===== config.mk =====
export PLATFORM = sky130hd
export DESIGN_NAME = zynet_result_reader
export DESIGN_NICKNAME = d
export VERILOG_FILES = /design/src/rtl/zynet_result_reader.sv
export SDC_FILE = /design/constraint.sdc
export NUM_CORES = 1
export LEC_CHECK = 0
export CAP_MARGIN = 20
export CORE_MARGIN = 5
export CORE_UTILIZATION = 51
export CTS_CLUSTER_SIZE = 28
export DETAILED_ROUTE_END_ITERATION = 16
export PLACE_DENSITY = 0.81
export SETUP_SLACK_MARGIN = 0.3
export SLEW_MARGIN = 20
export SYNTH_ARGS = -nofsm -noshare
export SYNTH_HDL_FRONTEND = slang
export SYNTH_SLANG_ARGS = --single-unit

===== constraint.sdc =====
create_clock -name clk_i -period 5.18 [get_ports clk_i]
set_input_delay 0.518 -clock clk_i [delete_from_list [all_inputs] [get_ports clk_i]]
set_output_delay 0.518 -clock clk_i [all_outputs]
set_load 0.1 [all_outputs]

===== src/rtl/zynet_result_reader.sv =====
// zynet_result_reader: captures one logit vector from the network, streams it out
// one word per beat, and reports the signed argmax as the predicted class.
//   clk_i, reset_i (sync, active-low)
//   valid_i/data_i/yumi_o      : helpful-producer input vector, yumi_o consumes it
//   valid_o/ready_i/data_o/last_o : serialized logit stream
//   class_o/class_valid_o      : argmax of last completed frame, one-cycle update pulse
//   frame_count_o              : completed frames, wrapping
module zynet_result_reader #(
    parameter int WORD_SIZE   = 16,
    parameter int OUTPUT_SIZE = 10,
    parameter int CNT_BITS    = 16
) (
    input  logic                              clk_i,
    input  logic                              reset_i,
    input  logic                              valid_i,
    input  logic [OUTPUT_SIZE*WORD_SIZE-1:0]  data_i,
    output logic                              yumi_o,
    output logic                              valid_o,
    input  logic                              ready_i,
    output logic [WORD_SIZE-1:0]              data_o,
    output logic                              last_o,
    output logic [$clog2(OUTPUT_SIZE)-1:0]    class_o,
    output logic                              class_valid_o,
    output logic [CNT_BITS-1:0]               frame_count_o
);
    localparam int IW = $clog2(OUTPUT_SIZE);
    localparam logic [IW-1:0] LAST = IW'(OUTPUT_SIZE - 1);

    typedef enum logic [1:0] {IDLE, SEND, REPORT} state_e;

    state_e               state_q, state_d;
    logic [WORD_SIZE-1:0] vec_q [OUTPUT_SIZE];
    logic [WORD_SIZE-1:0] vec_d [OUTPUT_SIZE];
    logic [IW-1:0]        idx_q, idx_d, max_idx_q, max_idx_d, class_q, class_d;
    logic [WORD_SIZE-1:0] max_val_q, max_val_d;
    logic                 class_valid_q, class_valid_d;
    logic [CNT_BITS-1:0]  cnt_q, cnt_d;
    logic                 hs;

    always_ff @(posedge clk_i) begin
        if (!reset_i) state_q <= IDLE;
        else          state_q <= state_d;
    end

    always_comb begin
        state_d = state_q;
        case (state_q)
            IDLE:    state_d = yumi_o ? SEND : IDLE;
            SEND:    state_d = (hs && last_o) ? REPORT : SEND;
            default: state_d = IDLE;
        endcase
    end

    // yumi_o is gated by reset so a frame is never consumed during a reset cycle
    always_comb begin
        yumi_o        = reset_i && state_q == IDLE && valid_i;
        valid_o       = state_q == SEND;
        data_o        = vec_q[idx_q];
        last_o        = valid_o && idx_q == LAST;
        hs            = valid_o && ready_i;
        class_o       = class_q;
        class_valid_o = class_valid_q;
        frame_count_o = cnt_q;
    end

    // word 0 seeds the running max at capture, so only idx>0 can replace it;
    // strict compare keeps the lower index on ties
    always_comb begin
        vec_d     = vec_q;
        idx_d     = idx_q;
        max_val_d = max_val_q;
        max_idx_d = max_idx_q;
        if (yumi_o) begin
            for (int k = 0; k < OUTPUT_SIZE; k++) vec_d[k] = data_i[k*WORD_SIZE +: WORD_SIZE];
            idx_d     = '0;
            max_val_d = data_i[WORD_SIZE-1:0];
            max_idx_d = '0;
        end else if (hs) begin
            idx_d = last_o ? '0 : idx_q + 1'b1;
            if (idx_q != '0 && $signed(data_o) > $signed(max_val_q)) begin
                max_val_d = data_o;
                max_idx_d = idx_q;
            end
        end
        class_valid_d = state_q == REPORT;
        class_d       = (state_q == REPORT) ? max_idx_q : class_q;
        cnt_d         = cnt_q + CNT_BITS'(state_q == REPORT);
    end

    always_ff @(posedge clk_i) begin
        if (!reset_i) begin
            for (int k = 0; k < OUTPUT_SIZE; k++) vec_q[k] <= '0;
            idx_q         <= '0;
            max_val_q     <= '0;
            max_idx_q     <= '0;
            class_q       <= '0;
            class_valid_q <= 1'b0;
            cnt_q         <= '0;
        end else begin
            vec_q         <= vec_d;
            idx_q         <= idx_d;
            max_val_q     <= max_val_d;
            max_idx_q     <= max_idx_d;
            class_q       <= class_d;
            class_valid_q <= class_valid_d;
            cnt_q         <= cnt_d;
        end
    end
endmodule


# Word level (Yosys, flattened, before mapping)

Index checks and enable logic that the tools add are counted.

Register bits: 207
Logic and storage cells: 49

Reduce and logical (&&, ||, !) cells: 13
Add/subtract/negate cells: 2
Bitwise gates (word level): 2
$lt $le $gt $ge: 2
Equality and inequality tests: 3
Mux-type cells: 10

Operators with widths:

| kind                  | count |
|---|---|
| $mux W16              | 5 |
| $bmux W16 S4          | 1 |
| $add A16 B1 Y16       | 1 |
| $gt A16 B16 Y1        | 1 |
| $logic_and A1 B1 Y1   | 6 |
| $ge A5 B5 Y1 const B  | 1 |
| $not A4 Y5            | 1 |
| $add A4 B1 Y4 const B | 1 |
| $eq A4 B4 Y1 const B  | 1 |
| $mux W4               | 1 |
| $pmux W2 S2           | 1 |
| $reduce_and A2 Y1     | 2 |
| $reduce_bool A2 Y1    | 2 |
| $reduce_bool A4 Y1    | 1 |
| $eq A2 B1 Y1 const B  | 1 |
| $eq A2 B2 Y1 const B  | 1 |
| $logic_not A2 Y1      | 1 |
| $mux W2               | 1 |
| $reduce_or A2 Y1      | 1 |
| $mux W1               | 1 |
| $not A1 Y1            | 1 |

# Longest topological paths before layout

Word-level depth: 9
Mapped depth: 15
Gate-level depth less buffers: 10

# Least setup slack after synthesis

OpenSTA, ideal clock, no wires.

Path type: reg-to-reg
Start point: register idx_q[0]
End point: register max_val_q[0]
Period minus slack after synthesis: 5.555 ns
Path slack: -0.375 ns
Cell stages (with the launch flop): 14
Required time: 5.058 ns
Arrival: 5.433 ns
Cells stage by stage: dfxtp_1 -> buf_2 -> buf_2 -> buf_2 -> mux2i_1 -> o21ai_0 -> ha_1 -> nand4_1 -> nor2_1 -> a21o_1 -> o311a_2 -> or2_1 -> buf_6 -> a221o_1

Longest elaborated chain between the ends: 8

Ends and longest elaborated chain:

| element                                     | RTL line | source |
|---|---|---|
| from (decl)                                 | 34       | `logic [IW-1:0] idx_q, idx_d, max_idx_q, max_idx_d, class_q, class_d;` |
| from (signal assigned)                      | 101      | `idx_q <= idx_d;` |
| $not A4 Y5 (implied by the code)            | 58       | `data_o = vec_q[idx_q];` |
| $bmux W16 S4                                | 58       |  |
| $mux W16 (implied by the code) (2 in a row) | 58       |  |
| via data_o[9]                               | 20       | `output logic [WORD_SIZE-1:0] data_o,` |
| $gt A16 B16 Y1                              | 80       | `if (idx_q != '0 && $signed(data_o) > $signed(max_val_q)) begin` |
| $logic_and A1 B1 Y1                         | 80       |  |
| $reduce_bool A2 Y1 (no source line)         | -        |  |
| $reduce_and A2 Y1 (no source line)          | -        |  |
| to (signal assigned)                        | 102      | `max_val_q <= max_val_d;` |
| to (decl)                                   | 35       | `logic [WORD_SIZE-1:0] max_val_q, max_val_d;` |

The timed path passes the listed nets, and every way through them passes these cells. The select of a mux whose other input is x is not followed.
A chain may end at the register's enable or synchronous reset.

# Worst setup path after layout

Start point: register idx_q[0]
End point: register max_val_q[4]

Longest elaborated chain between the ends: 8

Ends and longest elaborated chain:

| element                                     | RTL line |
|---|---|
| $not A4 Y5 (implied by the code)            | 58 |
| $bmux W16 S4                                | 58 |
| $mux W16 (implied by the code) (2 in a row) | 58 |
| $gt A16 B16 Y1                              | 80 |
| $logic_and A1 B1 Y1                         | 80 |
| $reduce_bool A2 Y1 (no source line)         | - |
| $reduce_and A2 Y1 (no source line)          | - |

Parallel ways exist; a longest one is shown, timed or not. The select of a mux whose other input is x is not followed.

==> run summary <==
The run finished with clean final reports. After clock tree synthesis, the clock-pin slew on the worst setup and hold paths is 0.06 ns. After global routing the overflow that remains totals 0. For the worst setup path, the data arrival time is 4.90 ns. The count of final hold-check violations was 0; the largest voltage drop on the vdd net was 256 uV.

For the maximum level of the CTS H-tree, the log shows 1. Among cell families on the critical path, the largest total delay comes from compound AO/OA/AOI/OAI gates. Synthesis handed over a netlist of 1,071 instances. The run gives 0 ns as the aggregate negative setup slack.

Setup violations remaining at the end of the flow were counted as 0. Number of placement rows: 49. The count of nets left with antenna violations once routing finished came out at 0. The clock passes through at most 3 buffers.

Pin placement for this block handled 204 I/O pins. The run gives 0.916 as the global placement routability congestion. The number of gates given a new drive strength after cts was 0; the worst setup timing slack at the placement stage was 0.674 ns. Detailed routing inserted a total of 8,249 vias. Wires add up to 27,200 um. The worst pin sits at a relative slew slack of 29.1%.

In this run the standard cell core region covers 17,800 um^2. Measured along the y axis, the die boundary spans 144 um. The mean post-synth cell area was 8.56 um^2.

Counting I/O delays and the setup requirement, the final critical path takes 4.56 ns. On the final layout, the worst clock skew is 0.0150 ns. After detailed routing, the average wire length per cell comes to 18.5 um. Traced cell by cell, the critical path runs through mux4_2 > a22oi_1 > o21ai_1 > ha_1 > nor2b_1 > o211ai_2 > a2111oi_4 > o311a_2 > or2_1 > o211ai_1. The core occupancy in the finished layout came out at 67.4%. The tools report the initial antenna violation count as 0. The logs give 0.00506 uW for the leakage dissipation and 0 for the remaining design rule violation count. The number of nets in the synthesized netlist is 1,256.

Per report_power, the sequential group accounts for 43.9% of the total. For this design, the slowest cell found on the critical path is sky130_fd_sc_hd__dfxtp_4. The max-slew violation total from the final report was 0; the combined buffer and inverter count along the critical path was 0.

The tools report the post-CTS repair timing setup buffer count as 0. Net switching is 26.9% of the power. The internal cell power is 2970 uW, and the net switching component of the power is 1090 uW. The fraction of layout cells with a size suffix above 1 was 8.47%; the unique cell type count in the Yosys netlist was 49. The largest total area in the synthesized netlist belongs to sky130_fd_sc_hd__dfxtp_1.

The first global-routing pass estimated 41,200 um of wire. The insertion delay to the later sink of the worst-skew pair is 0.51 ns, and the relative contribution of combinational cells to total power is 15.7%. The logs give 0 for the max capacitance violation total and 650 for the iteration-0 DRC count of the detailed router. For this design, the CTS-stage hold fixing added 0 buffers. Setup repair after global routing left no endpoint under its margin.

Setup slack on the critical path of the routed design comes to 0.622 ns. Counting the buffers created by CTS gives 22. The tools report the effective utilization at floorplan as 51.4%. The async set or reset register ratio after synthesis works out to 0%. The count of yosys warnings during synthesis was 0.

Sorting the synthesized cells by area gives the leading types as sky130_fd_sc_hd__dfxtp_1 (45%), sky130_fd_sc_hd__nand2_1 (14%), sky130_fd_sc_hd__nand3_1 (9.3%). After legalization and detailed placement, the total HPWL measured 19,500 um. The highest cell delay on the worst timing path is 0.77 ns. The number of enable-type register cells in the synthesized netlist was 0. The primary flip-flop cell chosen by synthesis mapping is sky130_fd_sc_hd__dfxtp_1.

The tools report the clock sink count as 207. The tightest min-delay check is of the flop to flop type. The critical path is of the flop to flop type. Entering global routing, the biggest net connects 106 pins. The cell area that synthesis handed to floorplanning was 9170 um^2.

For the endpoint required time on the critical path, the log shows 5.52 ns. The count of antenna diodes in the layout was 0. Final hold analysis gives a worst-case slack of 0.451 ns. For this run, the detailed router's first-pass iteration total came to 5.

The tools report the die outline area as 20,800 um^2. Dividing the detail-routed via count by the number of cells gives 5.62. The transition time at the pin with the least slew margin came out at 1.06 ns. After synthesis, the most frequently instantiated cells are sky130_fd_sc_hd__nand2_1 (341), sky130_fd_sc_hd__dfxtp_1 (207), sky130_fd_sc_hd__nand3_1 (171), sky130_fd_sc_hd__clkbuf_1 (61), sky130_fd_sc_hd__mux4_2 (32).

TritonCTS built the clock tree. The worst setup path is launched from a flop. The area overhead of the layout relative to synthesis was 31.1%; the die width was 144 um. For the net count of the finished layout, the log shows 1,410. By instance count, the leading cell after synthesis is sky130_fd_sc_hd__nand2_1. The synthesized design devotes to its leading area cell type 45.2% of total area. The cell sitting at the root of the clock tree is a sky130_fd_sc_hd__clkbuf_16. For the power share of the clock group, the log shows 40.3%. The final critical path takes up 88.0% of the cycle. In this run the power density over the cells is 338 nW/um^2.

The number of global-route vias before repair is 7,923. Based on the critical path, the design can be clocked at up to 0.219 GHz. For this run, the register share of the synthesized area comes to 45.2%. Buffers placed on the I/O ports in this run total 203. The worst setup path is captured at a flop. Global routing consumed, over all layers together, 25.2% of the routing resources. The register bit total from synthesis works out to 207. The maximum net fanout on the critical path works out to 37.
layout by cell type (no fill, tap or decap), drive strengths merged, types with 2 or more instances in the layout:
cell type / netlist / layout
buf: 22 / 12
clkinv: 0 / 4
clkbuf: 61 / 29
nand3: 171 / 171
ha: 21 / 21
dfxtp: 207 / 207
o211ai: 31 / 31
or3: 5 / 5
clkdlybuf4s50: 0 / 201
clkinvlp: 0 / 2
o21ai: 26 / 26
and2: 15 / 15
nor2: 10 / 10
a21o: 2 / 2
mux2i: 20 / 20
bufinv: 0 / 3
nand4: 6 / 6
mux4: 32 / 32
nor2b: 9 / 9
a2111oi: 2 / 2
nand2: 342 / 342
a21oi: 14 / 14
xor2: 2 / 2
nor3: 4 / 4
xnor2: 8 / 8
a22oi: 17 / 17
and3: 2 / 2
or3b: 4 / 4
inv: 22 / 23
a21boi: 4 / 4
worst paths after layout:
kind | startpoint | endpoint | slack (ns) | cells after the start
setup reg to reg | idx_q[0] | max_val_q[4] | 0.62 | 10
hold / removal | vec_q[159] | vec_q[159] | 0.45 | 2
setup / recovery | idx_q[0] | max_val_q[4] | 0.62 | 10
hold reg to reg | vec_q[159] | vec_q[159] | 0.45 | 2
flip-flops by register name (all words and copies together) (netlist names):
signal,flops
vec_q,160
frame_count_o,16
max_val_q,16
class_o,4
idx_q,4
max_idx_q,4
state_q,2
class_valid_o,1
power groups by stage:
stage	registers (uW)	logic, uW	clock network (uW)
finish	1790	639	1640
global route	1790	690	1720
CTS	1780	638	1660
detailed placement	1820	634	0
global placement	1810	624	0
floorplan	1780	412	0
layer usage:
| layer | global-route usage [%] | vias up | wire length [um] |
|---|---|---|---|
| met5 | 0 | - | 0 |
| met4 | 12.9 | 0 | 1480 |
| met3 | 5.13 | 79 | 2230 |
| met2 | 40.4 | 354 | 12700 |
| met1 | 32.2 | 3847 | 10800 |
| li1 | - | 3969 | - |
metrics by stage:
step	std cells	area, um^2	power [uW]
2_1_floorplan	1071	9170	2190
3_3_place_gp	1430	11300	2440
3_5_place_dp	1430	11300	2450
4_1_cts	1469	12000	4080
5_1_grt	1469	12000	4200
6_report	1469	12000	4060
worst min-delay path, delay by kind of cell (launching register included):
kind | cells | cell delay [ns]
AND/OR/NAND/NOR | 2 | 0.10
flip-flops | 1 | 0.31
logic make-up after synthesis:
| family | share of synthesized area [%] |
|---|---|
| AND/OR/NAND/NOR | 28.1 |
| adder cells (fa/ha/maj) | 2.87 |
| flip-flops | 45.2 |
| XOR/XNOR | 0.956 |
| buffers and inverters | 4.67 |
| AO/OA/AOI/OAI | 8.16 |
| multiplexers | 10.0 |
layout make-up:
cell class,count,area (um^2)
Clock buffer,29,617
Inverter,22,85.1
Tap cell,229,287
Fill cell,1405,5820
Clock inverter,10,148
Multi-Input combinational cell,759,4610
Sequential cell,207,4150
Timing Repair Buffer,213,2130
(Power assumes the default switching activity.)
